$ cat src/rtl/router_pkt_reg.sv
// Router packet register: header/check capture, running check accumulation,
// payload counting and a small skid buffer that holds words while the FIFO is full.
module router_pkt_reg #(
  parameter int DATA_W     = 8,
  parameter int SKID_DEPTH = 2,
  parameter int CHK_MODE   = 0
) (
  input  logic                                clk,
  input  logic                                resetn,
  input  logic                                packet_valid,
  input  logic                                fifo_full,
  input  logic                                detect_add,
  input  logic                                lfd_state,
  input  logic                                ld_state,
  input  logic                                laf_state,
  input  logic                                full_state,
  input  logic                                rst_int_reg,
  input  logic [DATA_W-1:0]                   datain,
  output logic [DATA_W-1:0]                   dout,
  output logic                                dout_valid,
  output logic                                err,
  output logic                                len_err,
  output logic                                ovf_err,
  output logic                                parity_done,
  output logic                                low_packet_valid,
  output logic [$clog2(SKID_DEPTH+1)-1:0]     skid_count
);

  localparam int CNT_W = $clog2(SKID_DEPTH+1);
  localparam int LEN_W = DATA_W - 2;

  logic [DATA_W-1:0] header;
  logic [DATA_W-1:0] acc;
  logic [DATA_W-1:0] chk_word;
  logic [LEN_W-1:0]  pay_cnt;
  logic [DATA_W-1:0] skid     [SKID_DEPTH];
  logic [DATA_W-1:0] skid_nxt [SKID_DEPTH];
  logic [CNT_W-1:0]  cnt_nxt;

  logic sel_det, sel_lfd, sel_ld, sel_laf;
  logic skid_empty, skid_full;
  logic do_pop, do_push, drop, direct;

  function automatic logic [DATA_W-1:0] chk_op(input logic [DATA_W-1:0] a,
                                               input logic [DATA_W-1:0] b);
    if (CHK_MODE == 1) return a + b;
    else               return a ^ b;
  endfunction

  // State decode: detect_add wins, then lfd > ld > laf.
  assign sel_det = detect_add && packet_valid;
  assign sel_lfd = !sel_det && lfd_state;
  assign sel_ld  = !sel_det && !lfd_state && ld_state;
  assign sel_laf = !sel_det && !lfd_state && !ld_state && laf_state;

  assign skid_empty = (skid_count == '0);
  assign skid_full  = (skid_count == CNT_W'(SKID_DEPTH));
  assign do_pop     = !fifo_full && !skid_empty && (sel_ld || sel_laf);
  assign do_push    = sel_ld && (fifo_full || !skid_empty);
  assign drop       = do_push && skid_full && !do_pop;
  assign direct     = sel_ld && !fifo_full && skid_empty;

  // Skid buffer is a shift register with the oldest word at index 0.
  always_comb begin
    for (int i = 0; i < SKID_DEPTH; i++) skid_nxt[i] = skid[i];
    cnt_nxt = skid_count;
    if (do_pop) begin
      for (int i = 0; i < SKID_DEPTH-1; i++) skid_nxt[i] = skid[i+1];
      skid_nxt[SKID_DEPTH-1] = '0;
      cnt_nxt = skid_count - CNT_W'(1);
    end
    if (do_push && !drop) begin
      for (int i = 0; i < SKID_DEPTH; i++)
        if (i == int'(cnt_nxt)) skid_nxt[i] = datain;
      cnt_nxt = cnt_nxt + CNT_W'(1);
    end
  end

  always_ff @(posedge clk or negedge resetn) begin
    if (!resetn) begin
      header           <= '0;
      acc              <= '0;
      chk_word         <= '0;
      pay_cnt          <= '0;
      for (int i = 0; i < SKID_DEPTH; i++) skid[i] <= '0;
      skid_count       <= '0;
      dout             <= '0;
      dout_valid       <= 1'b0;
      err              <= 1'b0;
      len_err          <= 1'b0;
      ovf_err          <= 1'b0;
      parity_done      <= 1'b0;
      low_packet_valid <= 1'b0;
    end else begin
      dout_valid <= 1'b0;
      if (sel_det) begin
        header      <= datain;
        acc         <= '0;
        pay_cnt     <= '0;
        for (int i = 0; i < SKID_DEPTH; i++) skid[i] <= '0;
        skid_count  <= '0;
        parity_done <= 1'b0;
        err         <= 1'b0;
        len_err     <= 1'b0;
        ovf_err     <= 1'b0;
      end else begin
        for (int i = 0; i < SKID_DEPTH; i++) skid[i] <= skid_nxt[i];
        skid_count <= cnt_nxt;
        if (sel_lfd) begin
          dout       <= header;
          dout_valid <= 1'b1;
          if (!full_state) acc <= chk_op(acc, header);
        end else if (sel_ld) begin
          if (do_pop) begin
            dout       <= skid[0];
            dout_valid <= 1'b1;
          end else if (direct) begin
            dout       <= datain;
            dout_valid <= 1'b1;
          end
          if (drop) ovf_err <= 1'b1;
          if (packet_valid) begin
            if (!drop) begin
              if (pay_cnt != '1) pay_cnt <= pay_cnt + LEN_W'(1);
              if (!full_state) acc <= chk_op(acc, datain);
            end
          end else begin
            chk_word <= datain;
          end
        end else if (sel_laf && do_pop) begin
          dout       <= skid[0];
          dout_valid <= 1'b1;
        end
        if (parity_done) begin
          err     <= (acc != chk_word);
          len_err <= (pay_cnt != header[DATA_W-1:2]);
        end
        if (low_packet_valid && skid_empty) parity_done <= 1'b1;
      end
      if (rst_int_reg)
        low_packet_valid <= 1'b0;
      else if (sel_ld && !packet_valid)
        low_packet_valid <= 1'b1;
    end
  end

endmodule
$ cat config.mk
export PLATFORM = sky130hd
export DESIGN_NAME = router_pkt_reg
export DESIGN_NICKNAME = d
export VERILOG_FILES = /design/src/rtl/router_pkt_reg.sv
export SDC_FILE = /design/constraint.sdc
export NUM_CORES = 1
export LEC_CHECK = 0
export CAP_MARGIN = 10
export CORE_MARGIN = 5
export CORE_UTILIZATION = 55
export DETAILED_ROUTE_END_ITERATION = 8
export PLACE_DENSITY = 0.77
export RECOVER_POWER = 25
export SKIP_CTS_REPAIR_TIMING = 1
export SKIP_LAST_GASP = 1
export SLEW_MARGIN = 15
export SYNTH_ARGS = -nofsm -noshare
export SYNTH_HDL_FRONTEND = slang
export SYNTH_SLANG_ARGS = --single-unit
$ cat constraint.sdc
create_clock -name clk -period 5.24 [get_ports clk]
set_clock_uncertainty 0.05 [all_clocks]
set_input_delay 1.048 -clock clk [delete_from_list [all_inputs] [get_ports clk]]
set_output_delay 1.048 -clock clk [all_outputs]
set_load 0.05 [all_outputs]
======== Yosys cells after proc, flatten, opt, wreduce, memory -nomap -nowiden ========
Cells that the tools add are included.
W data, S select, Z words.
word-level totals
  bits in registers ....................... 62
  input port bits ......................... 18
  output and inout bits ................... 16
operators by class
  add/sub/neg operators ................... 3
  eq/ne operators ......................... 11
  mux-type cells .......................... 44
  bitwise logic cells ..................... 5
  reductions and logical operators ........ 44
operator list
  cell                   number
  $mux W8                14
  $mux W16               3
  $mux W6                6
  $mux W1                18
  $logic_and A1 B1 Y1    17
  $xor A8 B8 Y8          2
  $reduce_bool A2 Y1     7
  $reduce_and A5 Y1      2
  $reduce_bool A3 Y1     3
  $logic_not A1 Y1       8
  $ne A8 B8 Y1           1
  $add A6 B1 Y6 const B  1
  $mux W2                3
  $ne A3 B3 Y1 const B   2
  $ne A6 B6 Y1           1
  $ne A6 B6 Y1 const B   1
  $reduce_and A3 Y1      2
  $logic_not A2 Y1       2
  $ne A2 B2 Y1 const B   2
  $ne A4 B2 Y1 const B   1
  $ne A4 B3 Y1 const B   1
  $reduce_and A4 Y1      1
  $not A1 Y1             3
  $add A2 B1 Y2 const B  1
  other kinds (4)        5

======== Longest topological paths before layout ========
  depth after elaboration ................. 14
  gate-level depth with buffers ........... 12
  depth with buffers taken out ............ 10

======== Worst setup path after synthesis ========
OpenSTA, ideal clock, no wires.
  path kind ............................... input port to flip-flop
  start point ............................. in fifo_full
  end point ............................... reg skid[13] (netlist bit)
  setup time .............................. 0.099 ns
  arrival time ............................ 2.971 ns
  slack ................................... 2.119 ns
  cell stages on the path ................. 9
  buffers on the path ..................... 2
  cells stage by stage .................... or2_1 -> nor4_4 -> buf_4 -> o21ai_0 -> ha_1 -> nand2_1 -> clkbuf_1 -> nor2_1 -> a311oi_1
between the ends
  word-level cells in the longest chain between the ends .. 9
RTL lines
  element                                          RTL line  text
  from (decl)                                      11        input logic fifo_full,
  branches (longest 7 deep; another with $mux W8)  n/a
  $mux W16 *                                       72        if (do_push && !drop) begin
  $mux W16 *                                       96        if (sel_det) begin
  to (decl)                                        36        logic [DATA_W-1:0] skid [SKID_DEPTH];
Mark *: on every way between the ends.
A chain may end at the register's enable or synchronous reset.

======== Final worst setup path ========
  start point ............................. in lfd_state
  end point ............................... reg skid[13] (netlist bit)
between the ends
  word-level cells in the longest chain between the ends .. 12
RTL lines
  element                                          RTL line  text
  from (decl)                                      13        input logic lfd_state,
  $logic_not A1 Y1 *                               53, 54
  $logic_and A1 B1 Y1 *                            53, 54
  branches (longest 8 deep; another with $mux W8)  n/a
  $mux W16 *                                       72
  $mux W16 *                                       96
Marked as above.

==> run_results.csv <==
group,metric,value,unit
detailed_routing,detailroute.wirelength.met3,388,um
detailed_routing,wirelength,7018,um
power,clockPowerShare,0.284,
floorplanning,die_y,86.09,um
yosys,post_synth_simple_gate_area,0.1690,
floorplanning,die_w,86.09,um
sta,min_period,3.646,ns
floorplanning,initial_core_util,0.5713,
setup_path,cp_data_required_time,5.41,ns
yosys,synthCells,324,
yosys,synthFlopType,"dfrtp_1",
place,numPlacedInstances,416,
sta,final_hold_viol_count,0,
yosys,synth_compound_gate_area_share,0.1277,
grt,grt_first_pass_wirelength,11960,um
power,irDropWorstVdd,263.1,uV
sta,hold_slack,0.4279,ns
detailed_routing,dr_total_vias,2476,
finish,layout.nets,378,
setup_path,criticalPathCategory,"in2reg",
place,place.port_buffers,33,
sta,grt_setup_unrepaired,"no",
place,dpl.hpwl,4812,um
detailed_routing,met2WireLength,3286,um
grt,gr-total-overflow,0,
yosys,synth_top_cell_area_share,0.4872,
setup_path,cpMaxStageDelayCell,"nor4_4",
sta,final.setup.tns,0,ns
sta,period_share,0.6959,
floorplanning,floorplan.die_area,7411,um2
finish,flow.area_growth_from_synthesis,18.74,%
hold_path,hold_class,"reg2reg",
sta,slew_limit_fails,0,
yosys,post_synth_xor_area_fraction,0.07976,
floorplanning,io_pins,34,
setup_path,crit_path_max_incr_delay,0.80,ns
outcome,outcome,"completed",
setup_path,critical_path.n_buffers_inverters,1,
setup_path,worst_ep_arrival_time,3.82,ns
place,gp_congestion,0.8252,
clocking,clockBufferDepth,2,
finish,final-instance-count-excl-fill,432,
yosys,async_flop_share,1.000,
detailed_routing,viasPerCell,5.731,
grt,grt_pass1_vias,2485,
grt,initial_antenna_violation_count,0,
detailed_routing,firstDrtPassIters,4,
yosys,synth-edff-count,0,
clocking,insertion_delay,0.33,ns
power,seq_power_share,0.395,
detailed_routing,wl_per_instance,16.25,um
detailed_routing,drt-initial-drc-count,303,
finish,insertedDiodeCount,0,
clocking,clock_sink_count,62,
setup_path,timing.critical_path.max_delay_family,"simple AND/OR/NAND/NOR gates",
yosys,yosys.area.top_type,"dfrtp_1",
sta,slew_headroom,0.2486,
yosys,postSynthRegisterBits,62,
power,power_switching,593.8,uW
finish,fillers,450,
setup_path,ordered_list_of_cells_on_the_worst_path,"clkdlybuf4s50_1 > nor4_4 > xnor2_1 > ha_1 > nand2_1 > nor2_1 > a311oi_1",
sta,setup_viol,0,
clocking,cts-htree-levels,3,
clocking,cts_root_buf,"clkbuf_8",
yosys,synth.most_common_cell,"dfrtp_1",
yosys,synthTopCellsByArea,"dfrtp_1 (49%), nand2_1 (6.5%), xor2_1 (6.3%), mux2_2 (5.7%), nor2_1 (4.5%)",
finish,multiInputGateArea,1531,um2
floorplanning,rows,27,
yosys,syn_area_per_cell,9.828,um2
clocking,cts.clk_slew.worst_paths,0.07,ns
detailed_routing,routed_metal_1_wirelength,3210,um
power,power_switching_share,0.3467,
grt,pin_count_of_the_biggest_net_entering_global_routing,63,
setup_path,cp-start-kind,"input port",
finish,layout-drive-gt1-share,0.1000,
floorplanning,core_region_area,5574,um2
power,power_report.internal_total,1119,uW
yosys,yosys-top-cells-count,"dfrtp_1 (62), nand2_1 (55), nor2_1 (38)",
detailed_routing,maxUsedRoutingLayer,"met4",
power,power.combinational.fraction,0.322,
yosys,yosys.area_share.adder,0.01965,
setup_path,largest_fanout_of_any_net_on_the_critical_path,16,
yosys,mappedNetlistArea,3184,um2
detailed_routing,total_drc_errors_in_the_routed_layout,0,
yosys,yosysWarningCount,0,
yosys,synth_seq_area_share,0.4872,
sta,achievable-frequency,0.2743,GHz
yosys,post_synth_mux_area_share,0.08487,
clocking,cts-buffers-inserted,9,
detailed_routing,drtAntennaViolNets,0,
power,pwr_density_cell,452.9,nW/um2
yosys,netlist-cell-type-count,37,
grt,gr-usage-all-layers,0.2077,
finish,finish.utilization,0.6783,
yosys,synth_top_family_by_area,"simple AND/OR/NAND/NOR gates",
finish,area.sequential,1551,um2
setup_path,crit_path_end_kind,"register",
clocking,tritoncts_clock_tree,"done",
yosys,synth_nets,347,
sta,worst_pin_slew,1.120,ns
run,drv.max_cap_violation_count,0,
power,p_leak,0.001747,uW
## registers in the layout, summed over array words and instances, names as in the netlist
register / count
parity_done: 1
pay_cnt: 6
len_err: 1
skid_count: 2
dout: 8
dout_valid: 1
acc: 8
header: 8
ovf_err: 1
low_packet_valid: 1
chk_word: 8
err: 1
skid: 16
## layout make-up
class                           count  share of cell area
Clock buffer                       13             0.04467
Clock inverter                      3             0.01721
Timing Repair Buffer               36             0.09199
Multi-Input combinational cell    239              0.4050
Tap cell                           72             0.02383
Inverter                            7            0.006949
Sequential cell                    62              0.4103
## layout by cell type, fill, tap and decap left out, drive strengths merged, types with 2 or more instances in the layout
| master | instances |
|---|---|
| dfrtp | 62 |
| nand2 | 55 |
| nor2 | 38 |
| clkdlybuf4s50 | 32 |
| xor2 | 23 |
| mux2 | 16 |
| clkbuf | 13 |
| a21oi | 12 |
| o211ai | 12 |
| a311oi | 10 |
| nand3 | 9 |
| mux2i | 9 |
| a211oi | 8 |
| a21o | 8 |
| inv | 7 |
| xnor2 | 6 |
| ha | 5 |
| o21ai | 5 |
| buf | 4 |
| and2 | 3 |
| nand2b | 3 |
| nand4 | 3 |
| nor4 | 3 |
| and3 | 2 |
| bufinv | 2 |
## power groups by stage
stage / Sequential, uW / Clock, uW / Combinational [uW]
floorplan: 790 / 0 / 271
global placement: 678 / 0 / 537
detailed placement: 684 / 0 / 550
CTS: 675 / 494 / 556
global route: 691 / 513 / 602
finish: 676 / 486 / 551
## path summary, 6_finish.rpt
check | from | to | slack (ns) | cells past startpoint
hold / removal | dout[1] | dout[1] | 0.43 | 1
max in group asynchronous | resetn | acc[1] | 3.78 | 2
setup reg to reg | skid_count[0] | skid[13] | 2.19 | 9
hold reg to reg | dout[1] | dout[1] | 0.43 | 1
min in group asynchronous | resetn | dout_valid | 0.81 | 2
setup / recovery | lfd_state | skid[13] | 1.59 | 7
## per-layer routing
| layer | vias to the layer above | GRT usage |
|---|---|---|
| met5 | - | 0 |
| met4 | 0 | 0.1036 |
| met3 | 10 | 0.03650 |
| met2 | 72 | 0.3118 |
| met1 | 1206 | 0.2891 |
| li1 | 1188 | - |
## cells by family (layout without fill, tap and decap cells)
| kind of cell | after synthesis | in the layout |
|---|---|---|
| buffers and inverters | 23 | 59 |
| and+or+nand+nor | 122 | 122 |
| xor gates and xnor gates | 29 | 29 |
| muxes | 25 | 25 |
| AOI/OAI and AO/OA | 58 | 58 |
| DFF | 62 | 62 |
| adders and majority gates | 5 | 5 |
## per-stage QoR
stage,instance area (um2),total power [uW],worst slack [ns]
6_report,3781,1713,1.594
2_1_floorplan,3184,1060,2.119
3_5_place_dp,3547,1234,1.301
4_1_cts,3781,1726,1.618
3_3_place_gp,3547,1215,1.426
5_1_grt,3781,1806,1.304
(Power assumes the default switching activity.)
